### src/rtl/decode_onehot_seq.sv
// Registered binary-to-one-hot decoder with out-of-range error flag and an
// ack-paced scan mode that walks the one-hot output across indices 0..last.
module decode_onehot_seq #(
   parameter int SEL_W   = 4,
   parameter int NUM_OUT = 16
) (
   input  logic               clk,
   input  logic               clear_n,
   input  logic               en,
   input  logic [SEL_W-1:0]   sel,
   input  logic               start_scan,
   input  logic [SEL_W-1:0]   scan_last,
   input  logic               ack,
   output logic [NUM_OUT-1:0] d_out,
   output logic               valid,
   output logic               busy,
   output logic               done,
   output logic               err,
   output logic [SEL_W-1:0]   cur_idx
);

   typedef enum logic [1:0] {
      ST_IDLE = 2'd0,
      ST_SCAN = 2'd1,
      ST_FIN  = 2'd2
   } state_t;

   localparam logic [NUM_OUT-1:0] ONE_HOT_0 = NUM_OUT'(1);
   localparam logic [SEL_W-1:0]   MAX_IDX   = SEL_W'(NUM_OUT - 1);

   state_t               state_q,   state_d;
   logic [NUM_OUT-1:0]   d_out_q,   d_out_d;
   logic                 valid_q,   valid_d;
   logic                 busy_q,    busy_d;
   logic                 done_q,    done_d;
   logic                 err_q,     err_d;
   logic [SEL_W-1:0]     cur_idx_q, cur_idx_d;
   logic [SEL_W-1:0]     last_q,    last_d;

   logic                 sel_in_range;
   logic [SEL_W-1:0]     scan_last_clamped;
   logic                 at_last;

   // Compare in 32 bits so NUM_OUT == 2**SEL_W does not wrap the bound.
   assign sel_in_range      = (32'(sel) < 32'(NUM_OUT));
   assign scan_last_clamped = (32'(scan_last) > 32'(NUM_OUT - 1)) ? MAX_IDX : scan_last;
   assign at_last           = (cur_idx_q == last_q);

   // NOTE: every variable gets a default before the case so no path leaves it
   // unassigned; otherwise synthesis infers a latch to hold the old value.
   always_comb begin
      state_d   = state_q;
      d_out_d   = d_out_q;
      valid_d   = 1'b0;
      busy_d    = 1'b0;
      done_d    = 1'b0;
      err_d     = 1'b0;
      cur_idx_d = cur_idx_q;
      last_d    = last_q;

      unique case (state_q)
         ST_IDLE: begin
            if (start_scan) begin
               last_d    = scan_last_clamped;
               state_d   = ST_SCAN;
               busy_d    = 1'b1;
               cur_idx_d = '0;
               d_out_d   = ONE_HOT_0;
               valid_d   = 1'b1;
            end else if (en) begin
               cur_idx_d = sel;
               if (sel_in_range) begin
                  d_out_d = ONE_HOT_0 << sel;
                  valid_d = 1'b1;
               end else begin
                  d_out_d = '0;
                  err_d   = 1'b1;
               end
            end
         end

         ST_SCAN: begin
            valid_d = 1'b1;
            busy_d  = 1'b1;
            if (ack) begin
               if (at_last) begin
                  state_d = ST_FIN;
                  d_out_d = '0;
                  valid_d = 1'b0;
                  busy_d  = 1'b0;
                  done_d  = 1'b1;
               end else begin
                  cur_idx_d = cur_idx_q + SEL_W'(1);
                  d_out_d   = d_out_q << 1;
               end
            end
         end

         ST_FIN: begin
            state_d = ST_IDLE;
         end

         default: begin
            state_d = ST_IDLE;
            d_out_d = '0;
         end
      endcase
   end

   // NOTE: state registers use non-blocking assignments so every flop samples
   // the pre-edge value of the others, independent of statement order.
   always_ff @(posedge clk or negedge clear_n) begin
      if (!clear_n) begin
         state_q   <= ST_IDLE;
         d_out_q   <= '0;
         valid_q   <= 1'b0;
         busy_q    <= 1'b0;
         done_q    <= 1'b0;
         err_q     <= 1'b0;
         cur_idx_q <= '0;
         last_q    <= '0;
      end else begin
         state_q   <= state_d;
         d_out_q   <= d_out_d;
         valid_q   <= valid_d;
         busy_q    <= busy_d;
         done_q    <= done_d;
         err_q     <= err_d;
         cur_idx_q <= cur_idx_d;
         last_q    <= last_d;
      end
   end

   assign d_out   = d_out_q;
   assign valid   = valid_q;
   assign busy    = busy_q;
   assign done    = done_q;
   assign err     = err_q;
   assign cur_idx = cur_idx_q;

endmodule

### config.mk
export PLATFORM = sky130hd
export DESIGN_NAME = decode_onehot_seq
export DESIGN_NICKNAME = d
export VERILOG_FILES = /design/src/rtl/decode_onehot_seq.sv
export SDC_FILE = /design/constraint.sdc
export NUM_CORES = 1
export LEC_CHECK = 0
export ABC_AREA = 1
export CAP_MARGIN = 0
export CORE_MARGIN = 3
export CORE_UTILIZATION = 36
export DETAILED_ROUTE_END_ITERATION = 16
export PLACE_DENSITY_LB_ADDON = 0.12
export SLEW_MARGIN = 40
export SYNTH_ARGS = -nofsm -noshare
export SYNTH_HDL_FRONTEND = slang
export SYNTH_SLANG_ARGS = --single-unit
### constraint.sdc
create_clock -name clk -period 1.9 [get_ports clk]
set_input_delay 0.19 -clock clk [delete_from_list [all_inputs] [get_ports clk]]
set_output_delay 0.19 -clock clk [all_outputs]
set_load 0.1 [all_outputs]
==> run_summary.xml, run 1 <==
<?xml version="1.0" encoding="UTF-8"?>
<metrics>
  <group name="power_and_ir_drop">
    <metric name="pwr-share-clk" unit="%">14.8</metric>
    <metric name="share_seq_of_total_power" unit="%">26.7</metric>
    <metric name="intPower" unit="µW">1650</metric>
    <metric name="switching_share" unit="%">56.6</metric>
    <metric name="pwr_density_cell" unit="nW/µm²">1880</metric>
    <metric name="power.static_leakage" unit="µW">0.00111</metric>
    <metric name="comb_power_share" unit="%">58.6</metric>
    <metric name="p_switching" unit="µW">2150</metric>
    <metric name="ir_drop_worst_vdd" unit="µV">844</metric>
  </group>
  <group name="clocking">
    <metric name="clock_sink_count" unit="">29</metric>
    <metric name="ctsRootBufferMaster" unit="">sky130_fd_sc_hd__clkbuf_8</metric>
    <metric name="tritoncts" unit="">yes</metric>
    <metric name="clock_insertion_delay_worst_skew" unit="ns">0.28</metric>
    <metric name="clock_tree.htree_level_count" unit="">2</metric>
    <metric name="post_cts.repair.setup_buffers" unit="">0</metric>
    <metric name="worst_setup_hold_path_clk_slew" unit="ns">0.06</metric>
    <metric name="clock_path_buffers" unit="">2</metric>
    <metric name="post_cts.resized_instances" unit="">0</metric>
    <metric name="cts_hold_repair.buffers" unit="">0</metric>
    <metric name="cts_made_buffers" unit="">5</metric>
  </group>
  <group name="route">
    <metric name="dr_total_vias" unit="">1483</metric>
    <metric name="postRouteWirelength" unit="µm">3710</metric>
    <metric name="drt-initial-drc-count" unit="">54</metric>
    <metric name="detail_route.wl_per_cell" unit="µm">11.9</metric>
    <metric name="remaining_drc_errors" unit="">0</metric>
    <metric name="firstDrtPassIters" unit="">4</metric>
    <metric name="route.antenna.remaining_nets" unit="">0</metric>
    <metric name="drt-vias-per-instance" unit="">4.74</metric>
  </group>
  <group name="sta">
    <metric name="clock-skew-final" unit="ns">0.00468</metric>
    <metric name="timing.final.crit_share" unit="%">84.3</metric>
    <metric name="setup_ws" unit="ns">0.298</metric>
    <metric name="finalSetupViolations" unit="">0</metric>
    <metric name="report.final.slew_viol_count" unit="">0</metric>
    <metric name="rsz0062_at_grt" unit="">false</metric>
    <metric name="hold_viol" unit="">0</metric>
    <metric name="final.min_clock_period" unit="ns">1.60</metric>
    <metric name="fmax" unit="GHz">0.624</metric>
    <metric name="tns" unit="ns">0</metric>
  </group>
  <group name="global_routing">
    <metric name="pin_count_of_the_biggest_net_entering_global_routing" unit="">30</metric>
    <metric name="first_global_vias" unit="">1397</metric>
    <metric name="grt_use_total" unit="%">16.5</metric>
    <metric name="grt_pass1_wl" unit="µm">6550</metric>
    <metric name="antenna_found_initial" unit="">0</metric>
    <metric name="grt_overflow_total" unit="">0</metric>
  </group>
  <group name="finish">
    <metric name="final_nets" unit="">276</metric>
    <metric name="proportion_of_layout_cells_with_a_drive_suffix_above_1" unit="%">17.1</metric>
    <metric name="antennaDiodeCount" unit="">0</metric>
    <metric name="fillCellCount" unit="">432</metric>
    <metric name="final_core_util" unit="%">49.4</metric>
    <metric name="syn_to_final_growth" unit="%">29.6</metric>
  </group>
  <group name="yosys">
    <metric name="postSynthRegisterBits" unit="">29</metric>
    <metric name="number_of_warnings_reported_in_the_yosys_synthesis_log" unit="">0</metric>
    <metric name="syn_nets" unit="">235</metric>
    <metric name="synth_top_cells_by_area" unit="">sky130_fd_sc_hd__dfrtp_1 47%, sky130_fd_sc_hd__nand2_1 25%, sky130_fd_sc_hd__nand3_1 5.5%, sky130_fd_sc_hd__inv_1 3.9%, sky130_fd_sc_hd__nor3_1 3.5%</metric>
    <metric name="synth_largest_type_area_fraction" unit="%">46.6</metric>
    <metric name="yosysSeqAreaShare" unit="%">46.6</metric>
    <metric name="syn-mean-instance-area" unit="µm²">7.04</metric>
    <metric name="syn_inst" unit="">221</metric>
    <metric name="total_standard_cell_area_after_synthesis" unit="µm²">1560</metric>
    <metric name="synthDistinctLibCells" unit="">24</metric>
    <metric name="synth_top_area_cell" unit="">sky130_fd_sc_hd__dfrtp_1</metric>
  </group>
  <group name="place">
    <metric name="port_bufs" unit="">35</metric>
    <metric name="dp.final_hpwl" unit="µm">2720</metric>
    <metric name="routabilityCongestion" unit="">0.773</metric>
    <metric name="placement_setup_slack" unit="ns">0.230</metric>
  </group>
  <group name="critical_path">
    <metric name="ff2ff_setup_slack" unit="ns">0.30</metric>
    <metric name="rr_worst_depth" unit="">7</metric>
    <metric name="critical_path_required" unit="ns">2.12</metric>
    <metric name="timing.critical_path.from" unit="">state_q[0]$_DFFE_PN0P_</metric>
    <metric name="timing.critical_path.arrival" unit="ns">1.82</metric>
    <metric name="critPathMaxFanout" unit="">8</metric>
    <metric name="regToRegEndpoint" unit="">d_out[10]$_DFFE_PN0P_</metric>
    <metric name="element_type_at_the_critical_path_start" unit="">register</metric>
    <metric name="end_point_of_the_critical_path" unit="">d_out[10]$_DFFE_PN0P_</metric>
    <metric name="timing_worst_setup_path_type" unit="">reg2reg</metric>
    <metric name="r2r_start" unit="">state_q[0]$_DFFE_PN0P_</metric>
    <metric name="critical_path.endpoint_type" unit="">register</metric>
  </group>
  <group name="run">
    <metric name="cap_violations" unit="">0</metric>
  </group>
  <group name="die">
    <metric name="rows" unit="">23</metric>
    <metric name="design.die.area" unit="µm²">5150</metric>
    <metric name="core_area" unit="µm²">4090</metric>
    <metric name="die_x" unit="µm">71.8</metric>
    <metric name="io-pin-count" unit="">37</metric>
    <metric name="die_y" unit="µm">71.8</metric>
    <metric name="initial_core_util" unit="%">38.1</metric>
  </group>
  <group name="min_path">
    <metric name="worstHoldPathType" unit="">in2async</metric>
  </group>
  <group name="status">
    <metric name="run_status" unit="">finished, final reports clean</metric>
  </group>
</metrics>
-- metal layers --
| layer | track usage [%] | vias to the layer above | share of wire, % |
|---|---|---|---|
| li1 | - | 777 | - |
| met1 | 22.8 | 669 | 51 |
| met2 | 24.4 | 32 | 42 |
| met3 | 4.63 | 5 | 5.2 |
| met4 | 6.89 | 0 | 2.0 |
| met5 | 0 | - | 0 |
-- logic make-up after synthesis --
kind of cell | synth area share [%]
simple gates | 38.4
other cells | 0.241
fa+ha+maj | 0.804
compound gates | 6.51
buf+inv | 6.83
flops | 46.6
xor+xnor | 0.563
-- sequential cells by signal (all words and copies together) (netlist names) --
register  count
busy          1
cur_idx       4
d_out        16
done          1
last_q        4
state_q       2
valid         1
-- placed cells by master, fill, tap and decap left out, types with 2 or more instances in the layout --
master	netlist	routed
sky130_fd_sc_hd__nor3_1	11	11
sky130_fd_sc_hd__nand2_1	105	105
sky130_fd_sc_hd__clkdlybuf4s50_1	0	12
sky130_fd_sc_hd__clkbuf_8	0	7
sky130_fd_sc_hd__nand3_1	17	17
sky130_fd_sc_hd__a21oi_1	5	5
sky130_fd_sc_hd__dfrtp_2	0	4
sky130_fd_sc_hd__dfrtp_1	29	25
sky130_fd_sc_hd__nor2_1	12	12
sky130_fd_sc_hd__inv_1	16	16
sky130_fd_sc_hd__inv_2	2	2
sky130_fd_sc_hd__o21ai_0	4	4
sky130_fd_sc_hd__o21ai_1	5	5
sky130_fd_sc_hd__buf_4	2	28
-- cell type report --
type,instances,area [µm²],area share [%]
tap,50,62.6,3.10
timing repair buffer,40,330,16.4
clock buffer,7,96.3,4.78
multi-input combinational,168,724,35.9
sequential,29,731,36.2
inverter,18,67.6,3.35
clock inverter,1,5.00,0.248
-- Yosys cell counts (all sizes together) --
master     n
o2111ai    1
buf        5
inv       18
nor2      13
conb       1
a21oi      6
a31oi      1
clkbuf     1
ha         1
dfrtp     29
xor2       1
nor3      11
o21ai      9
nand3     17
nand4      1
nand2    106
-- power groups by stage --
stage               Sequential [µW]  Combinational (µW)  Clock (µW)
finish                         1010                2230         561
global route                   1050                2400         619
CTS                            1020                2250         583
detailed placement             1030                2240           0
global placement               1020                2240           0
floorplan                      2060                 696           0
-- worst min-delay path by stage --
stage,endpoint,slack (ns),cells after the start
floorplan,busy$_DFF_PN0_,-0.11,0
global placement,d_out[15]$_DFFE_PN0P_,0.47,2
detailed placement,d_out[15]$_DFFE_PN0P_,0.48,2
CTS,d_out[14]$_DFFE_PN0P_,0.30,2
global route,state_q[1]$_DFFE_PN0P_,0.32,2
finish,last_q[1]$_DFFE_PN0P_,0.29,2
-- stage by stage --
stage / instances / hold WS, ns / power [µW] / cell area, µm²
global route: 313 / 0.316 / 4070 / 2020
detailed placement: 305 / 0.476 / 3270 / 1920
global placement: 305 / 0.470 / 3260 / 1920
floorplan: 221 / -0.106 / 2760 / 1560
CTS: 313 / 0.302 / 3840 / 2020
finish: 313 / 0.295 / 3800 / 2020
-- critical path: stages, from the launching register on --
cell and delay, ns:
sky130_fd_sc_hd__dfrtp_1 0.44, sky130_fd_sc_hd__nor2_1 0.30, sky130_fd_sc_hd__nand2_1 0.12, sky130_fd_sc_hd__nor2_1 0.36, sky130_fd_sc_hd__nand2_1 0.12, sky130_fd_sc_hd__nand2_1 0.09
sky130_fd_sc_hd__nand2_1 0.05, sky130_fd_sc_hd__nand2_1 0.05
Note: power is estimated with default switching activity, not from simulation.
==> inputs of run 2 (changes only) <==
==> constraint.sdc (replaced) <==
create_clock -name clk -period 1.5 [get_ports clk]
set_input_delay 0.15 -clock clk [delete_from_list [all_inputs] [get_ports clk]]
set_output_delay 0.15 -clock clk [all_outputs]
set_load 0.1 [all_outputs]
==> run 2 against run 1 <==
Compared with the run above:
- utilization is 9.5 points higher
- non-clock buffer count is 8 higher
- die area stayed put
- fmax is 15% higher
- worst hold slack worse by 0.036 ns
- critical endpoint is now d_out[8]$_DFFE_PN0P_
- largest cell class is now multi-input gates
- largest power group unchanged
==> run_summary.xml, run 2 (synthesis gave the netlist of run 1 again) <==
<?xml version="1.0" encoding="UTF-8"?>
<metrics>
  <group name="clocking">
    <metric name="clock_path_buffers" unit="">2</metric>
    <metric name="tritoncts" unit="">yes</metric>
    <metric name="ctsRootBufferMaster" unit="">sky130_fd_sc_hd__clkbuf_8</metric>
    <metric name="worst_setup_hold_path_clk_slew" unit="ns">0.06</metric>
    <metric name="clock_tree.htree_level_count" unit="">2</metric>
    <metric name="cts_hold_repair.buffers" unit="">0</metric>
    <metric name="clock_insertion_delay_worst_skew" unit="ns">0.28</metric>
    <metric name="clock_sink_count" unit="">29</metric>
    <metric name="cts_made_buffers" unit="">5</metric>
  </group>
  <group name="place">
    <metric name="routabilityCongestion" unit="">0.897</metric>
    <metric name="dp.final_hpwl" unit="µm">2860</metric>
    <metric name="post-place-cells" unit="">313</metric>
    <metric name="port_bufs" unit="">35</metric>
  </group>
  <group name="critical_path">
    <metric name="critical_path.endpoint_type" unit="">register</metric>
    <metric name="rr_worst_depth" unit="">7</metric>
    <metric name="critPathMaxFanout" unit="">15</metric>
    <metric name="timing.critical_path.arrival" unit="ns">1.56</metric>
    <metric name="timing_worst_setup_path_type" unit="">reg2reg</metric>
    <metric name="element_type_at_the_critical_path_start" unit="">register</metric>
    <metric name="regToRegEndpoint" unit="">d_out[8]$_DFFE_PN0P_</metric>
    <metric name="critical_path_required" unit="ns">1.67</metric>
    <metric name="ff2ff_setup_slack" unit="ns">0.11</metric>
    <metric name="r2r_start" unit="">state_q[1]$_DFFE_PN0P_</metric>
  </group>
  <group name="die">
    <metric name="die_x" unit="µm">71.8</metric>
    <metric name="core_area" unit="µm²">4090</metric>
    <metric name="io-pin-count" unit="">37</metric>
    <metric name="die_y" unit="µm">71.8</metric>
    <metric name="design.die.area" unit="µm²">5150</metric>
    <metric name="initial_core_util" unit="%">38.1</metric>
    <metric name="rows" unit="">23</metric>
  </group>
  <group name="sta">
    <metric name="clock-skew-final" unit="ns">0.00246</metric>
    <metric name="rsz0062_at_grt" unit="">true</metric>
    <metric name="final.min_clock_period" unit="ns">1.39</metric>
    <metric name="fmax" unit="GHz">0.718</metric>
    <metric name="final.hold.worst_slack" unit="ns">0.259</metric>
    <metric name="finalSetupViolations" unit="">0</metric>
    <metric name="timing.final.crit_share" unit="%">92.9</metric>
    <metric name="hold_viol" unit="">0</metric>
    <metric name="report.final.slew_viol_count" unit="">0</metric>
  </group>
  <group name="route">
    <metric name="dr_total_vias" unit="">1529</metric>
    <metric name="remaining_drc_errors" unit="">0</metric>
    <metric name="postRouteWirelength" unit="µm">3960</metric>
    <metric name="route.antenna.remaining_nets" unit="">0</metric>
    <metric name="detail_route.wl_per_cell" unit="µm">12.3</metric>
    <metric name="drt-initial-drc-count" unit="">99</metric>
    <metric name="firstDrtPassIters" unit="">4</metric>
    <metric name="drt-vias-per-instance" unit="">4.76</metric>
  </group>
  <group name="finish">
    <metric name="antennaDiodeCount" unit="">0</metric>
    <metric name="final_nets" unit="">284</metric>
    <metric name="final_core_util" unit="%">58.9</metric>
    <metric name="mostFrequentLayoutCells" unit="">103 x sky130_fd_sc_hd__nand2_1, 25 x sky130_fd_sc_hd__dfrtp_1, 24 x sky130_fd_sc_hd__buf_12</metric>
    <metric name="mostFrequentLayoutCell" unit="">sky130_fd_sc_hd__nand2_1</metric>
    <metric name="final_cells" unit="">321</metric>
    <metric name="syn_to_final_growth" unit="%">54.6</metric>
    <metric name="largest_register_ff_count" unit="">16</metric>
    <metric name="proportion_of_layout_cells_with_a_drive_suffix_above_1" unit="%">22.5</metric>
  </group>
  <group name="power_and_ir_drop">
    <metric name="power.static_leakage" unit="µW">0.00123</metric>
    <metric name="pwr_density_cell" unit="nW/µm²">2320</metric>
    <metric name="ir_drop_worst_vdd" unit="µV">1230</metric>
  </group>
  <group name="global_routing">
    <metric name="antenna_found_initial" unit="">0</metric>
    <metric name="grt_pass1_wl" unit="µm">6580</metric>
    <metric name="grt_use_total" unit="%">16.5</metric>
    <metric name="pin_count_of_the_biggest_net_entering_global_routing" unit="">30</metric>
    <metric name="first_global_vias" unit="">1402</metric>
    <metric name="grt_overflow_total" unit="">0</metric>
  </group>
  <group name="min_path">
    <metric name="worstHoldPathType" unit="">in2async</metric>
  </group>
  <group name="status">
    <metric name="run_status" unit="">finished, final reports clean</metric>
  </group>
  <group name="run">
    <metric name="cap_violations" unit="">0</metric>
  </group>
</metrics>
-- run 2: what timing repair did --
item	CTS	global route
resized for setup	1	6
setup buffers	0	0
endpoints found under the setup margin	1	19
-- run 2: cell type report --
class	count	area (µm²)
Clock buffer	8	90.1
Fill cell	392	1680
Inverter	18	67.6
Multi-Input combinational cell	168	751
Sequential cell	29	741
Tap cell	50	62.6
Timing Repair Buffer	48	694
-- run 2: how the worst max path moves through the flow --
stage | from | endpoint | slack (ns) | cells after the start
after CTS | state_q[0]$_DFFE_PN0P_ | d_out[14]$_DFFE_PN0P_ | 0.06 | 7
after floorplan | cur_idx[0]$_DFFE_PN0P_ | d_out[10]$_DFFE_PN0P_ | 0.003 | 9
after global routing | state_q[0]$_DFFE_PN0P_ | cur_idx[0]$_DFFE_PN0P_ | -0.006 | 7
after global placement | start_scan | d_out[14]$_DFFE_PN0P_ | -0.14 | 9
after detailed placement | start_scan | d_out[14]$_DFFE_PN0P_ | -0.11 | 9
final | state_q[1]$_DFFE_PN0P_ | d_out[8]$_DFFE_PN0P_ | 0.11 | 7
-- run 2: critical path, stage by stage, from the launching register on --
cell and delay [ns]:
sky130_fd_sc_hd__dfrtp_1 0.42, sky130_fd_sc_hd__nor2_2 0.17, sky130_fd_sc_hd__nand2_2 0.07, sky130_fd_sc_hd__buf_4 0.14, sky130_fd_sc_hd__a21oi_4 0.18, sky130_fd_sc_hd__inv_2 0.15
sky130_fd_sc_hd__nand2_1 0.11, sky130_fd_sc_hd__nand2_1 0.05
-- run 2: stage by stage --
stage	setup TNS, ns	worst slack, ns	area, µm²	total power, µW
floorplan	0	0.00348	1590	3570
detailed placement	-1.51	-0.112	2290	4910
global route	-0.00648	-0.00648	2410	5890
finish	0	0.106	2410	5590
CTS	0	0.0596	2390	5600
global placement	-1.46	-0.138	2290	4880
-- run 2: power breakdown --
group          total [µW]  switching (µW)  internal (µW)  leakage (µW)
Combinational        3590            2360           1230      0.000820
Sequential           1340             272           1070      0.000367
Clock                 654             281            373     0.0000455
-- run 2: per-layer routing --
metal  wire, µm  up-vias  share of wire (%)  track usage, %
li1           -      792                  -               -
met2       1780       32                 45            23.8
met5          0        -                  0               0
met4         74        0                1.9            7.52
met3        159        8                4.0            3.09
met1       1940      697                 49            23.8
==> variant (settings of run 2) <==
`SEL_W`: 4 -> 5.
--- a/src/rtl/decode_onehot_seq.sv
+++ b/src/rtl/decode_onehot_seq.sv
@@ -3,3 +3,3 @@
 module decode_onehot_seq #(
-   parameter int SEL_W   = 4,
+   parameter int SEL_W   = 5,
    parameter int NUM_OUT = 16
Ports: changed (resized cur_idx, scan_last and sel); port bits go from 37 to 40. No check against the original RTL was run, so the function may have changed too.
==> variant against run 2 <==
Final cell count rose by 17%; cell area is 19% higher; setup slack got worse by 92 ps; power is 13% higher; largest power group unchanged; area after synthesis increased by 17%; hold slack improved by 2.7 ps; highest routed layer unchanged; sequential cell count increased by 3; routed wire length is 17% higher; sequential power is 13% higher.
==> variant: results (changes against run 2) <==
Status
  • Outcome: complete, no violations

Global route
  • Vias in the first global route: 1,726 (+23%)
  • First-pass GRT wire length: 7955 um (+21%)
  • Grt ovf: 0 (unchanged)
  • Met3 Use GR: 3.286% (+0.20 points)
  • Total GRT Usage: 16.48% (+0.029 points)
  • GR Util met2: 25.56% (+1.8 points)
  • Pin count of the biggest net entering global routing: 33 (+10%)
  • Met1 Track Usage GR: 22.56% (-1.2 points)
  • Antenna violations before repair: 0 (unchanged)

Pwr
  • Leak: 0.001419 uW (+15%)
  • Pwr/cell area: 2197 nW/um^2 (-5.4%)
  • VDD IR max: 1453 uV (+18%)
  • Sw Pwr: 3259 uW (+12%)

Drt
  • Total number of vias: 1,774 (+16%)
  • Drt wl/cell: 12.25 um (-0.54%)
  • Final wirelength: 4620 um (+17%)
  • Initial detailed-routing violation count: 75 (-24%)
  • Router iterations before antenna repair: 4 (unchanged)

Timing
  • Skew final: 6.136 ps (+3.672 ps)
  • Setup TNS: 0 ps (unchanged)
  • WHS: 261.9 ps (+2.674 ps)
  • Least-Margin Pin Slew: 401.1 ps

Logic synthesis
  • Mux share of post-synthesis cell area: 0% (unchanged)
  • Unique masters post-synth: 25 (+4.2%)
  • Post-Synth Adder-Cell Area: 0.6859% (-0.12 points)
  • Synth Area in Compound Gates: 5.830% (-0.68 points)
  • Commonest cells in the netlist: nand2_1 (102), dfrtp_1 (32), nand3_1 (19)
  • Register area share after synthesis: 43.90% (-2.7 points)
  • Mapped Cells: 242 (+9.5%)
  • Syn_nets: 258 (+9.8%)
  • Syn. warnings: 0 (unchanged)
  • Synth top area cells: dfrtp_1 (44%), nand2_1 (21%), nand3_1 (5.2%), nand3_2 (4.4%), inv_1 (3.7%)
  • XOR/XNOR Fraction of Synth Area: 1.440% (+0.88 points)
  • Ys async rst share: 100.0% (unchanged)

Clock network
  • Cts bufs inserted: 5 (unchanged)
  • H-Tree Depth: 2 (unchanged)
  • Clk_lat worst skew: 280 ps (about the same)
  • Clock Pin Slew Worst Setup and Hold Paths: 60 ps (about the same)
  • Maximum root-to-sink buffer count: 2 (unchanged)
  • Clock root buffer: clkbuf_8

Finish
  • FILL cells: 448 (+14%)
  • Ant diodes: 0 (unchanged)
  • Share of layout cells above drive strength 1: 30.32% (+7.8 points)
  • Max reg flops: 16 (unchanged)
  • Nets@finish: 325 (+14%)

Placement
  • Port bufs: 39 (+11%)
  • Routability Congestion: 0.8737 (-2.6%)
  • Placed cell area: 2675 um^2 (+17%)
  • HPWL after detailed placement: 3395 um (+19%)
  • Placed Cells: 361 (+15%)

Worst setup path
  • R2R cell count: 9 (+2)
  • Worst Path Arrival: 1660 ps (+100 ps)
  • R2r endpoint: d_out[10]
  • Crit-path max FO: 5 (-10)
  • Reg2reg setup slack: 10 ps (-90 ps)
  • Crit. Startpoint: cur_idx[4]

Min path
  • Min-Delay Path Class: primary input to asynchronous set/reset pin
variant: worst max-delay path by stage:
stage                      endpoint  slack [ps]
final                     d_out[10]          10
after detailed placement   d_out[8]         -30
after CTS                 d_out[11]          30
after floorplan           d_out[11]         -40
after global routing      d_out[13]        -100
after global placement     d_out[5]          30
variant: per-layer routing:
metal	vias up	share of wire, %
met2	32	46
met3	8	4.0
li1	902	-
met1	832	48
met4	0	1.7
met5	-	0
variant: worst max-delay path, cell delays in order, from the launching register on:
cell	delay, ps
dfrtp_4	480
nand2_1	80
nand2_1	90
nor2_2	160
nand3_4	160
clkbuf_16	200
nand3_2	50
nand2_1	50
nand2_1	50
nand2_1	50
variant: cell type report:
class                           instances  area [um^2]  area share, %
Clock buffer                            8        90.09          3.135
Inverter                               20        75.07          2.612
Multi-Input combinational cell        185        935.9          32.56
Sequential cell                        32        819.5          28.52
Tap cell                               67        83.83          2.917
Timing Repair Buffer                   65        869.6          30.26
variant: logic make-up (layout without fill, tap and decap cells):
group | Yosys count | in the layout
adder cells (fa/ha/maj) | 1 | 1
XOR/XNOR | 3 | 3
buffers and inverters | 25 | 93
flip-flops | 32 | 32
AO/OA/AOI/OAI | 18 | 18
AND/OR/NAND/NOR | 163 | 163
variant: what timing repair did:
| item | 4_1_cts | 5_1_grt |
|---|---|---|
| hold endpoints to repair | 0 | 0 |
| setup endpoints to repair | 0 | 19 |
| buffers inserted | 0 | 7 |
| resized for setup | 0 | 8 |
variant: power groups by stage:
stage	clock network, uW	logic [uW]	registers [uW]
after global routing	735	4390	1560
final	670	4130	1510
after CTS	691	3920	1540
after floorplan	0	1120	2910
after global placement	0	3870	1550
after detailed placement	0	3910	1550
variant: stage by stage:
stage | total power (uW) | setup slack (ps)
floorplan | 4030 | -41.32
global placement | 5419 | 25.34
detailed placement | 5460 | -28.11
CTS | 6146 | 31.30
global route | 6685 | -97.12
finish | 6313 | 14.12
